File: config.mk
export PLATFORM = sky130hd
export DESIGN_NAME = sfx_sequencer
export DESIGN_NICKNAME = d
export VERILOG_FILES = /design/src/rtl/sfx_pkg.sv /design/src/rtl/sfx_tick_gen.sv /design/src/rtl/sfx_sequencer.sv
export SDC_FILE = /design/constraint.sdc
export NUM_CORES = 1
export LEC_CHECK = 0
export BUFFER_PORTS_ARGS = -buffer_cell sky130_fd_sc_hd__buf_4
export CORE_UTILIZATION = 60
export CTS_CLUSTER_DIAMETER = 40
export DETAILED_ROUTE_END_ITERATION = 8
export PLACE_DENSITY = 0.87
export SLEW_MARGIN = 20
export SYNTH_ARGS = -nofsm -noshare
export SYNTH_HDL_FRONTEND = slang
export SYNTH_SLANG_ARGS = --single-unit
File: constraint.sdc
create_clock -name clk -period 2.8 [get_ports clk]
set_input_delay 0.7 -clock clk [delete_from_list [all_inputs] [get_ports clk]]
set_output_delay 0.7 -clock clk [all_outputs]
set_load 0.05 [all_outputs]
File: src/rtl/sfx_pkg.sv
// Shared definitions for the sound-effect sequencer: FSM states, pattern ids
// (which double as priorities) and the note/duration ROM.
package sfx_pkg;

    typedef enum logic [1:0] {
        IDLE = 2'd0,
        PLAY = 2'd1,
        GAP  = 2'd2
    } state_t;

    localparam logic [1:0] PAT_WALL   = 2'd0;
    localparam logic [1:0] PAT_PADDLE = 2'd1;
    localparam logic [1:0] PAT_GOAL   = 2'd2;

    localparam logic [3:0] GOAL_NOTE0 = 4'd0;
    localparam logic [3:0] GOAL_NOTE1 = 4'd4;
    localparam logic [3:0] GOAL_NOTE2 = 4'd7;
    localparam logic [3:0] GOAL_NOTE3 = 4'd12;
    localparam logic [3:0] PADDLE_NOTE = 4'd9;
    localparam logic [3:0] WALL_NOTE   = 4'd5;

    localparam logic [7:0] GOAL_DUR   = 8'd150;
    localparam logic [7:0] PADDLE_DUR = 8'd40;
    localparam logic [7:0] WALL_DUR   = 8'd25;

    localparam logic [1:0] GOAL_LAST_STEP = 2'd3;

    function automatic logic [3:0] pat_note(input logic [1:0] pat, input logic [1:0] step);
        logic [3:0] note;
        note = WALL_NOTE;
        if (pat == PAT_GOAL) begin
            case (step)
                2'd0:    note = GOAL_NOTE0;
                2'd1:    note = GOAL_NOTE1;
                2'd2:    note = GOAL_NOTE2;
                default: note = GOAL_NOTE3;
            endcase
        end else if (pat == PAT_PADDLE) begin
            note = PADDLE_NOTE;
        end
        return note;
    endfunction

    function automatic logic [7:0] pat_dur(input logic [1:0] pat);
        logic [7:0] dur;
        dur = WALL_DUR;
        if (pat == PAT_GOAL) dur = GOAL_DUR;
        else if (pat == PAT_PADDLE) dur = PADDLE_DUR;
        return dur;
    endfunction

    function automatic logic [1:0] pat_last_step(input logic [1:0] pat);
        return (pat == PAT_GOAL) ? GOAL_LAST_STEP : 2'd0;
    endfunction

endpackage

File: src/rtl/sfx_tick_gen.sv
// Duration prescaler: emits a one-cycle tick every TICK_DIV cycles and
// restarts its count whenever a note or gap begins.
module sfx_tick_gen #(
    parameter int TICK_DIV = 100000
) (
    input  logic clk,
    input  logic reset,
    input  logic clear,
    output logic tick
);

    localparam int CW = $clog2(TICK_DIV);

    logic [CW-1:0] cnt_q, cnt_d;

    assign tick = (cnt_q == CW'(TICK_DIV - 1));

    always_comb begin
        cnt_d = cnt_q + CW'(1);
        if (clear || tick) cnt_d = '0;
    end

    always_ff @(posedge clk or posedge reset) begin
        if (reset) cnt_q <= '0;
        else       cnt_q <= cnt_d;
    end

endmodule

File: src/rtl/sfx_sequencer.sv
// Turns single-cycle game events into timed note patterns for the tone
// generator, with fixed-priority preemption between overlapping events.
module sfx_sequencer
    import sfx_pkg::*;
#(
    parameter int TICK_DIV  = 100000,
    parameter int GAP_TICKS = 10
) (
    input  logic       clk,
    input  logic       reset,
    input  logic       evt_goal,
    input  logic       evt_paddle,
    input  logic       evt_wall,
    output logic       tone_en,
    output logic [3:0] note_idx,
    output logic       busy
);

    state_t     state_q, state_d;
    logic [1:0] pat_q, pat_d;
    logic [1:0] step_q, step_d;
    logic [7:0] tick_cnt_q, tick_cnt_d;
    logic       tone_en_q, tone_en_d;
    logic [3:0] note_idx_q, note_idx_d;
    logic       busy_q, busy_d;

    logic       tick;
    logic       presc_clear;
    logic       evt_any;
    logic [1:0] evt_pat;
    logic       expired;
    logic       restart;

    sfx_tick_gen #(.TICK_DIV(TICK_DIV)) u_tick_gen (
        .clk   (clk),
        .reset (reset),
        .clear (presc_clear),
        .tick  (tick)
    );

    always_comb begin
        evt_any = evt_goal | evt_paddle | evt_wall;
        evt_pat = evt_goal ? PAT_GOAL : (evt_paddle ? PAT_PADDLE : PAT_WALL);
    end

    always_comb begin
        state_d     = state_q;
        pat_d       = pat_q;
        step_d      = step_q;
        tick_cnt_d  = tick_cnt_q;
        presc_clear = 1'b0;
        expired     = 1'b0;
        restart     = evt_any && ((state_q == IDLE) || (evt_pat >= pat_q));

        case (state_q)
            PLAY:    expired = tick && (tick_cnt_q == pat_dur(pat_q) - 8'd1);
            GAP:     expired = tick && (tick_cnt_q == 8'(GAP_TICKS - 1));
            default: expired = 1'b0;
        endcase

        // An accepted event wins even on the edge where the current pattern expires.
        if (restart) begin
            state_d     = PLAY;
            pat_d       = evt_pat;
            step_d      = 2'd0;
            tick_cnt_d  = 8'd0;
            presc_clear = 1'b1;
        end else if (state_q != IDLE) begin
            if (expired) begin
                tick_cnt_d = 8'd0;
                if (state_q == GAP) begin
                    state_d     = PLAY;
                    step_d      = step_q + 2'd1;
                    presc_clear = 1'b1;
                end else if (step_q == pat_last_step(pat_q)) begin
                    state_d = IDLE;
                end else begin
                    state_d     = GAP;
                    presc_clear = 1'b1;
                end
            end else if (tick) begin
                tick_cnt_d = tick_cnt_q + 8'd1;
            end
        end

        tone_en_d  = (state_d == PLAY);
        busy_d     = (state_d != IDLE);
        note_idx_d = note_idx_q;
        if (state_d == PLAY) note_idx_d = pat_note(pat_d, step_d);
    end

    always_ff @(posedge clk or posedge reset) begin
        if (reset) begin
            state_q    <= IDLE;
            pat_q      <= PAT_WALL;
            step_q     <= 2'd0;
            tick_cnt_q <= 8'd0;
            tone_en_q  <= 1'b0;
            note_idx_q <= 4'd0;
            busy_q     <= 1'b0;
        end else begin
            state_q    <= state_d;
            pat_q      <= pat_d;
            step_q     <= step_d;
            tick_cnt_q <= tick_cnt_d;
            tone_en_q  <= tone_en_d;
            note_idx_q <= note_idx_d;
            busy_q     <= busy_d;
        end
    end

    assign tone_en  = tone_en_q;
    assign note_idx = note_idx_q;
    assign busy     = busy_q;

endmodule

After elaboration in Yosys (flattened, before gate mapping)
Index checks and enable logic that the tools add are counted.
{ "word_totals": {"register_bits": 37, "out_inout_bits": 6} }
{ "classes": {"addsub": 4, "magnitude_cmp": 1, "eq_ne": 13, "n_mux": 30, "bitwise_logic": 2, "reduce_logical": 12} }
{ "ops": {"columns": ["cell", "n"], "rows": [
  ["8-bit 2-to-1 mux", 6],
  ["2-bit 2-to-1 mux", 12],
  ["17-bit by 1-bit adder with 17-bit output (second input constant)", 1],
  ["17-bit == test (second input constant)", 1],
  ["17-bit 2-to-1 mux", 1],
  ["4-bit one-hot mux with 3 select lines", 1],
  ["2-bit by 1-bit == test with 1-bit output (second input constant)", 5],
  ["8-bit by 1-bit adder with 8-bit output (second input constant)", 1],
  ["2-bit == test (second input constant)", 4],
  ["8-bit by 4-bit == test with 1-bit output (second input constant)", 1],
  ["8-bit == test", 1],
  ["4-bit 2-to-1 mux", 2],
  ["8-bit by 1-bit subtractor with 8-bit output (second input constant)", 1],
  ["1-bit 2-to-1 mux", 6],
  ["6-bit 2-to-1 mux", 1],
  ["2-bit nonzero test", 3],
  ["2-bit logical NOT", 2],
  ["1-bit logical AND", 3],
  ["3-bit nonzero test", 1],
  ["2-bit by 1-bit adder with 2-bit output (second input constant)", 1],
  ["2-bit == test", 1],
  ["2-bit >= comparator", 1],
  ["1-bit logical OR", 2],
  ["1-bit OR", 2],
  ["other kinds (2)", 2]
]} }

Logic depth before layout (Yosys ltp)
Gate-level depths: netlist of run 1.
{ "depth": {"depth_word": 14, "depth_mapped": 10, "depth_no_buf": 9} }

Modules after synthesis
From an unflattened synthesis of run 1, not the netlist that was laid out.
{ "hier_totals": {"hier_cells": 242, "area_unflattened_um2": 2321.0} }
{ "modules_own_cells": {"columns": ["module", "n_inst", "cells_per_inst", "area_each_um2", "seq_area_each_um2"], "rows": [
  ["sfx_sequencer", 1, 152, 1443.9, 500.5],
  ["sfx_tick_gen", 1, 90, 877.1, 425.4]
]} }

Least setup slack after synthesis of run 1
OpenSTA, ideal clock, no wires.
{ "synth_path": {"path_type": "in2reg", "start": "input evt_goal", "end": "register tick_cnt_q[7]", "arrival_time_ns": 2.512, "required_ns": 2.721, "path_slack_ns": 0.209, "cell_stages": 9, "path_buffers": 1, "path_cell_list": "nand2b_1 -> ha_1 -> nand2b_1 -> a211o_1 -> o31a_1 -> clkbuf_1 -> a211oi_1 -> nand4_1 -> mux2i_1"} }
{ "synth_via": {"elab_chain_cells": 6} }
{ "synth_rtl": {"columns": ["element", "line", "source"], "rows": [
  ["from (decl)", "sfx_sequencer.sv:11", "input logic evt_goal,"],
  ["2-bit 2-to-1 mux", "sfx_sequencer.sv:43", "evt_pat = evt_goal ? PAT_GOAL : (evt_paddle ? PAT_PADDLE : PAT_WALL);"],
  ["2-bit >= comparator", "sfx_sequencer.sv:53", "restart = evt_any && ((state_q == IDLE) || (evt_pat >= pat_q));"],
  ["1-bit logical OR", "sfx_sequencer.sv:53", null],
  ["1-bit logical AND *", "sfx_sequencer.sv:53", null],
  ["3-bit nonzero test (no line) / 2-bit nonzero test (equally long branches)", null, null],
  ["2-bit AND reduction (no line)", null, null],
  ["to (signal assigned)", "sfx_sequencer.sv:105", "tick_cnt_q <= tick_cnt_d;"],
  ["to (decl)", "sfx_sequencer.sv:22", "logic [7:0] tick_cnt_q, tick_cnt_d;"]
]} }
Mark *: on every way between the ends. The rest lies on a longest branch, timed or not.
A chain may end at the register's enable or synchronous reset.

Worst setup path in the final report of run 1
{ "layout_path": {"start": "register state_q[0]", "end": "register note_idx_q[0] (netlist: note_idx[0])"} }
{ "layout_via": {"elab_chain_cells": 8} }
{ "layout_rtl": {"columns": ["element", "line", "source"], "rows": [
  ["from (decl)", "sfx_sequencer.sv:19", "state_t state_q, state_d;"],
  ["from (signal assigned)", "sfx_sequencer.sv:102", "state_q <= state_d;"],
  ["2-bit == test / 2-bit by 1-bit == test with 1-bit output (equally long branches)", "sfx_sequencer.sv:55, sfx_sequencer.sv:71", null],
  ["1-bit one-hot mux with 2 select lines / 2-bit 2-to-1 mux (equally long branches)", "sfx_sequencer.sv:55, sfx_sequencer.sv:71", null],
  ["2-bit 2-to-1 mux", "sfx_sequencer.sv:69", "if (expired) begin"],
  ["2-bit 2-to-1 mux", "sfx_sequencer.sv:68", "end else if (state_q != IDLE) begin"],
  ["2-bit 2-to-1 mux", "sfx_sequencer.sv:62", "if (restart) begin"],
  ["2-bit == test, or another cell as far along", "sfx_pkg.sv:32", "case (step)"],
  ["4-bit one-hot mux with 3 select lines", "sfx_pkg.sv:32", null],
  ["4-bit 2-to-1 mux", "sfx_pkg.sv:31", "if (pat == PAT_GOAL) begin"],
  ["to (signal assigned)", "sfx_sequencer.sv:107", "note_idx_q <= note_idx_d;"],
  ["to (decl)", "sfx_sequencer.sv:24", "logic [3:0] note_idx_q, note_idx_d;"]
]} }
Several ways; a longest one is shown, not always the timed one.

==> impl_metrics.ini, run 1 <==
[run_status]
status = finished clean

[placed_design]
gp_routability_congestion = 0.871
place.detailed.hpwl_microns = 2870
placement.io_buffers = 10

[grt]
grt_pass1_vias = 1622
antenna_violations_before_repair = 0
grt_pass1_wl_microns = 6930
overflow = 0
grt_util_all_layers_pct = 25.5
grt_start_max_net_pins = 38

[timing]
worst_max_slew_pin_slew_ns = 0.460
timing.final.crit_share_pct = 96.5
fin_worst_skew_ns = 0.0164
hold_viol_final = 0
timing.fmax_ghz = 0.370
number_of_endpoints_failing_setup_at_the_final_stage = 0
final.min_clock_period_ns = 2.70
fin_tns_setup_ns = 0
max-slew-margin-rel_pct = 69.3
slew_violations = 0

[setup_path]
largest_delay_share_family_worst_path = simple AND/OR/NAND/NOR gates
critical_path.cell_chain = inv_1 -> ha_1 -> and4b_1 -> a21oi_1 -> or4b_4 -> nor3b_4 -> mux2i_2 -> nor2_4 -> mux2_2
worstPathArrival_ns = 2.94
end_kind = flop
timing.setup.critical_path_class = flop to flop
setup.worst_path.start_class = flop
crit_path_buf_inv_count = 1
cpPeakStageDelay_ns = 0.56
cpMaxStageDelayCell = sky130_fd_sc_hd__or4b_4
critPathMaxFanout = 7
worst_ep_required_ns = 3.04

[synth]
muxShareOfSynthArea_pct = 3.96
netlist_top_cells_count = 37 x sky130_fd_sc_hd__dfrtp_1, 32 x sky130_fd_sc_hd__nor2_1, 22 x sky130_fd_sc_hd__nand2_1, 13 x sky130_fd_sc_hd__nand3_1, 13 x sky130_fd_sc_hd__xor2_1
synth_top_family_by_area = simple AND/OR/NAND/NOR gates
netlist.area_leader.share_pct = 43.0
synth_xor_area_share_pct = 8.14
synth_adder_area_share_pct = 5.24
post_synth_inst_count = 227
synth.cell_area_sq_mm = 0.00215
post_synth_and_or_nand_nor_area_fraction_pct = 27.6
synth-edff-count = 0
ys_ff_latch = 37
post-synth-top-count-cell = sky130_fd_sc_hd__dfrtp_1
synth-compound-area-share_pct = 9.37
ys_seq_area_share_pct = 43.0
yosysTopAreaCell = sky130_fd_sc_hd__dfrtp_1
ys_warn_count = 0
yosys-top-cells-area = sky130_fd_sc_hd__dfrtp_1 43%, sky130_fd_sc_hd__nor2_1 5.6%, sky130_fd_sc_hd__xor2_1 5.3%
synth.avg_cell_area_sq_um = 9.47
synth-main-ff-cell = sky130_fd_sc_hd__dfrtp_1
postSynthNetCount = 241
postSynth.asyncResetShare_pct = 100
netlist-cell-type-count = 46

[floorplanning]
dieWidth_microns = 61.9
ios = 11
die_h_microns = 61.9
design.die.area_sq_mm = 0.00383
core_region_area_sq_mm = 0.00339
placementRows = 21
initial_utilization_pct = 63.5

[route]
drtPass1Iterations = 4
routed_via_density = 5.68
drc = 0
route.final.wire_length_microns = 4100
avgRoutedWirePerCell_microns = 13.8
vias = 1681
antenna_left = 0
first_iter_violations = 104

[clock_tree]
cts_sinks = 37
ctsHoldBuffers = 0
cts_inserted_buffers = 5
cts_root_buffer = sky130_fd_sc_hd__clkbuf_4
tritoncts_clock_tree = yes
cts_max_path_bufs = 2
worstSkewPairLatency_ns = 0.36
cts-htree-levels = 2
clk_transition_reported_paths_ns = 0.12

[finish]
syn_to_final_growth_pct = 13.7
final_util_pct = 72.2
num_antenna_cells = 0
drive_above_1_share_pct = 19.2
final_net_count = 263

[power_and_ir_drop]
cellPowerDensity_mw_per_mm2 = 662
vdd_drop_max_v = 0.000681
leakagePower_nw = 1.09
pnr_total_power_w = 0.00162

[worst_hold_path]
min_path_type = primary input to asynchronous set/reset pin

[job]
maxCapViolations = 0
[cells in the final DEF (no fill, tap or decap), types with 8 or more instances in the layout]
cell	count
sky130_fd_sc_hd__ha_1	8
sky130_fd_sc_hd__dfrtp_1	37
sky130_fd_sc_hd__a21oi_1	9
sky130_fd_sc_hd__nor2_1	32
sky130_fd_sc_hd__xor2_1	13
sky130_fd_sc_hd__o21ai_0	8
sky130_fd_sc_hd__buf_4	19
sky130_fd_sc_hd__inv_1	11
sky130_fd_sc_hd__nand2_1	22
sky130_fd_sc_hd__nand3_1	13
[logic make-up (layout without fill, tap and decap cells)]
group           Yosys count  after routing
compound gates           31             31
xor+xnor                 20             20
fa+ha+maj                 9              9
buf+inv                  15             38
flops                    37             37
mux                       8              8
simple gates            107            107
[worst min-delay path, cell delays in order]
cell and delay [ns]:
sky130_fd_sc_hd__buf_4 0.10, sky130_fd_sc_hd__inv_1 0.04, sky130_fd_sc_hd__buf_4 0.39
[stage by stage]
| stage | worst slack, ns | hold WS [ns] | instance area (sq um) | instances |
|---|---|---|---|---|
| detailed placement | 0.0585 | 0.452 | 2310 | 285 |
| finish | 0.0969 | 0.430 | 2450 | 296 |
| global placement | 0.108 | 0.447 | 2310 | 285 |
| CTS | 0.0354 | 0.442 | 2400 | 293 |
| floorplan | 0.209 | 0.433 | 2150 | 227 |
| global route | -0.0119 | 0.479 | 2450 | 296 |
[flip-flops by register name (all words and copies together), names as in the netlist]
signal,count
u_tick_gen.cnt_q,17
note_idx,4
state_q,2
tone_en,1
step_q,2
tick_cnt_q,8
pat_q,2
busy,1
[cell type report]
cell class / count / area [sq um]
Multi-Input combinational cell: 175 / 1190
Clock inverter: 1 / 30.0
Fill cell: 240 / 943
Tap cell: 46 / 57.6
Inverter: 11 / 41.3
Sequential cell: 37 / 926
Clock buffer: 7 / 55.1
Timing Repair Buffer: 19 / 143
[layer usage]
layer,up-vias,track usage [%],wire [microns]
li1,829,-,-
met1,804,31.5,1860
met2,39,42.2,1990
met3,9,7.25,155
met4,0,10.5,87
met5,-,0,0
[path summary, 6_finish.rpt]
kind | startpoint | end | slack [ns] | cells after the start
worst max-delay path | state_q[0] | note_idx[0] | 0.1 | 9
worst max register to register | state_q[0] | note_idx[0] | 0.1 | 9
worst min-delay path | reset | tick_cnt_q[7] | 0.43 | 3
min in group clk | u_tick_gen.cnt_q[0] | u_tick_gen.cnt_q[0] | 0.46 | 1
worst min register to register | u_tick_gen.cnt_q[0] | u_tick_gen.cnt_q[0] | 0.46 | 1
max in group asynchronous | reset | u_tick_gen.cnt_q[4] | 2.02 | 3
[power breakdown]
part,switching (W),internal (W),leakage (nW)
Combinational,0.000369,0.000232,0.556
Sequential,0.0000416,0.000584,0.491
Clock,0.000181,0.000213,0.0455
[timing repair]
action / CTS / global route
resized for setup: 0 / 6
buffers inserted: 0 / 3
endpoints found under the setup margin: 0 / 4
hold endpoints to repair: 0 / 0
(Power assumes the default switching activity.)
==> run 2: changes to the inputs <==
Settings changed: BUFFER_PORTS_ARGS -buffer_cell sky130_fd_sc_hd__buf_4 to -buffer_cell sky130_fd_sc_hd__buf_2.
Clock period 2.8 ns to 2.6 ns, I/O delays scaled along.
==> run 2 against run 1 <==
Net effect: the run now ends with negative setup slack left; critical path type unchanged; total power up 6.0%; critical endpoint unchanged; clock power fell by 21%; core utilization up 2.3 points.
==> impl_metrics.ini, run 2 (synthesis gave the netlist of run 1 again) <==
[run_status]
status = finished, violations left
violations_in_the_final_reports = negative setup slack

[setup_path]
timing.setup.critical_path_class = flop to flop
crit_path_buf_inv_count = 1
critical_path.cell_chain = inv_2 -> ha_1 -> and4b_1 -> a21oi_1 -> or4b_4 -> nor3b_4 -> mux2i_2 -> nor2_4 -> mux2_2
worstPathArrival_ns = 2.86
critPathMaxFanout = 5
cpPeakStageDelay_ns = 0.57
cpMaxStageDelayCell = sky130_fd_sc_hd__or4b_4
end_kind = flop
worst_ep_required_ns = 2.83
setup.worst_path.start_class = flop
largest_delay_share_family_worst_path = simple AND/OR/NAND/NOR gates

[grt]
grt_pass1_wl_microns = 7200
grt_start_max_net_pins = 38
overflow = 0
grt_util_all_layers_pct = 26.4
antenna_violations_before_repair = 0
grt_pass1_vias = 1637

[clock_tree]
tritoncts_clock_tree = yes
clk_transition_reported_paths_ns = 0.12
worstSkewPairLatency_ns = 0.35
cts-htree-levels = 2
cts_inserted_buffers = 5
cts_max_path_bufs = 2
cts_sinks = 37
cts_root_buffer = sky130_fd_sc_hd__clkbuf_4

[timing]
max-slew-margin-rel_pct = 68.7
worst_max_slew_pin_slew_ns = 0.469
final.setup.worst_slack_ns = -0.0276
timing.fmax_ghz = 0.381
grt_setup_unrepaired = true
number_of_endpoints_failing_setup_at_the_final_stage = 4
hold_viol_final = 0
slew_violations = 0
final.min_clock_period_ns = 2.63
timing.hold.ws_ns = 0.381
timing.final.crit_share_pct = 101
fin_worst_skew_ns = 0.0165

[placed_design]
post-place-cells = 296
gp_routability_congestion = 0.872
placedInstanceArea_sq_mm = 0.00237
placement.io_buffers = 10
place.detailed.hpwl_microns = 3210
dp_worst_setup_slack_ns = -0.0632

[finish]
instances_no_fill = 310
registers.top_by_ff_count = u_tick_gen.cnt_q
drive_above_1_share_pct = 25.0
mostFrequentLayoutCells = 37 x sky130_fd_sc_hd__dfrtp_1, 32 x sky130_fd_sc_hd__nor2_1, 24 x sky130_fd_sc_hd__buf_4
final_common_cell = sky130_fd_sc_hd__dfrtp_1
final_net_count = 278
stdcell_area_sq_mm = 0.00252
flip_flop_count_of_the_largest_register_after_layout = 17
syn_to_final_growth_pct = 17.4
num_antenna_cells = 0

[floorplanning]
placementRows = 21
design.die.area_sq_mm = 0.00383
core_region_area_sq_mm = 0.00339
die_h_microns = 61.9
ios = 11
dieWidth_microns = 61.9
initial_utilization_pct = 63.5

[worst_hold_path]
min_path_type = primary input to asynchronous set/reset pin

[power_and_ir_drop]
leakagePower_nw = 1.14
vdd_drop_max_v = 0.000742
cellPowerDensity_mw_per_mm2 = 680

[route]
first_iter_violations = 143
avgRoutedWirePerCell_microns = 16.0
drc = 0
drtPass1Iterations = 5
route.final.wire_length_microns = 4960
antenna_left = 0
vias = 1806
routed_via_density = 5.83

[job]
maxCapViolations = 0
run 2: changes by cell type in the layout (fill, tap and decap cells not counted), sizes merged:
cell and change:
buf +15, bufinv -1
run 2: final timing paths:
check	from	endpoint	slack [ns]	depth (start not counted)
max	pat_q[1]	note_idx[0]	-0.03	9
min	reset	tick_cnt_q[6]	0.38	3
max reg2reg	pat_q[1]	note_idx[0]	-0.03	9
min reg2reg	u_tick_gen.cnt_q[0]	u_tick_gen.cnt_q[0]	0.48	1
max in group asynchronous	reset	pat_q[1]	1.87	3
min in group clk	u_tick_gen.cnt_q[0]	u_tick_gen.cnt_q[0]	0.48	1
run 2: cell type report:
class                   count  area (sq um)
clock buffers               7          55.1
fillers                   225           865
inverters                  11          41.3
multi-input cells         175          1210
flip-flops and latches     37           926
well taps                  46          57.6
repair buffers             34           230
run 2: per-layer routing:
metal	up-vias	GRT usage, %	part of all wire, %
met5	-	0	0
met4	0	10.2	2.7
met3	21	6.63	5.2
met2	63	43.0	50
met1	864	34.1	42
li1	858	-	-
run 2: per-stage QoR:
stage	total power [W]	setup TNS [ns]	util [%]
after floorplan	0.00113	0	-
after global placement	0.00132	0	69.9
after detailed placement	0.00135	-0.362	69.9
after CTS	0.00167	0	72.2
after global routing	0.00181	-0.707	74.5
final	0.00172	-0.0784	74.5
run 2: timing repair:
| action | 4_1_cts | 5_1_grt |
|---|---|---|
| setup endpoints to repair | 3 | 6 |
| hold buffers | 0 | 0 |
| resized for setup | 4 | 8 |
| pin swaps | 1 | 5 |
| buffers inserted | 1 | 6 |
run 2: where the power goes:
| part | internal, W | switching [W] |
|---|---|---|
| registers | 0.000629 | 0.0000453 |
| logic | 0.000293 | 0.000440 |
| clock network | 0.000128 | 0.000183 |
| total | 0.00105 | 0.000668 |
run 2: tightest hold or removal path, stage by stage:
cell and delay (ns):
sky130_fd_sc_hd__buf_2 0.09, sky130_fd_sc_hd__inv_1 0.04, sky130_fd_sc_hd__buf_4 0.40
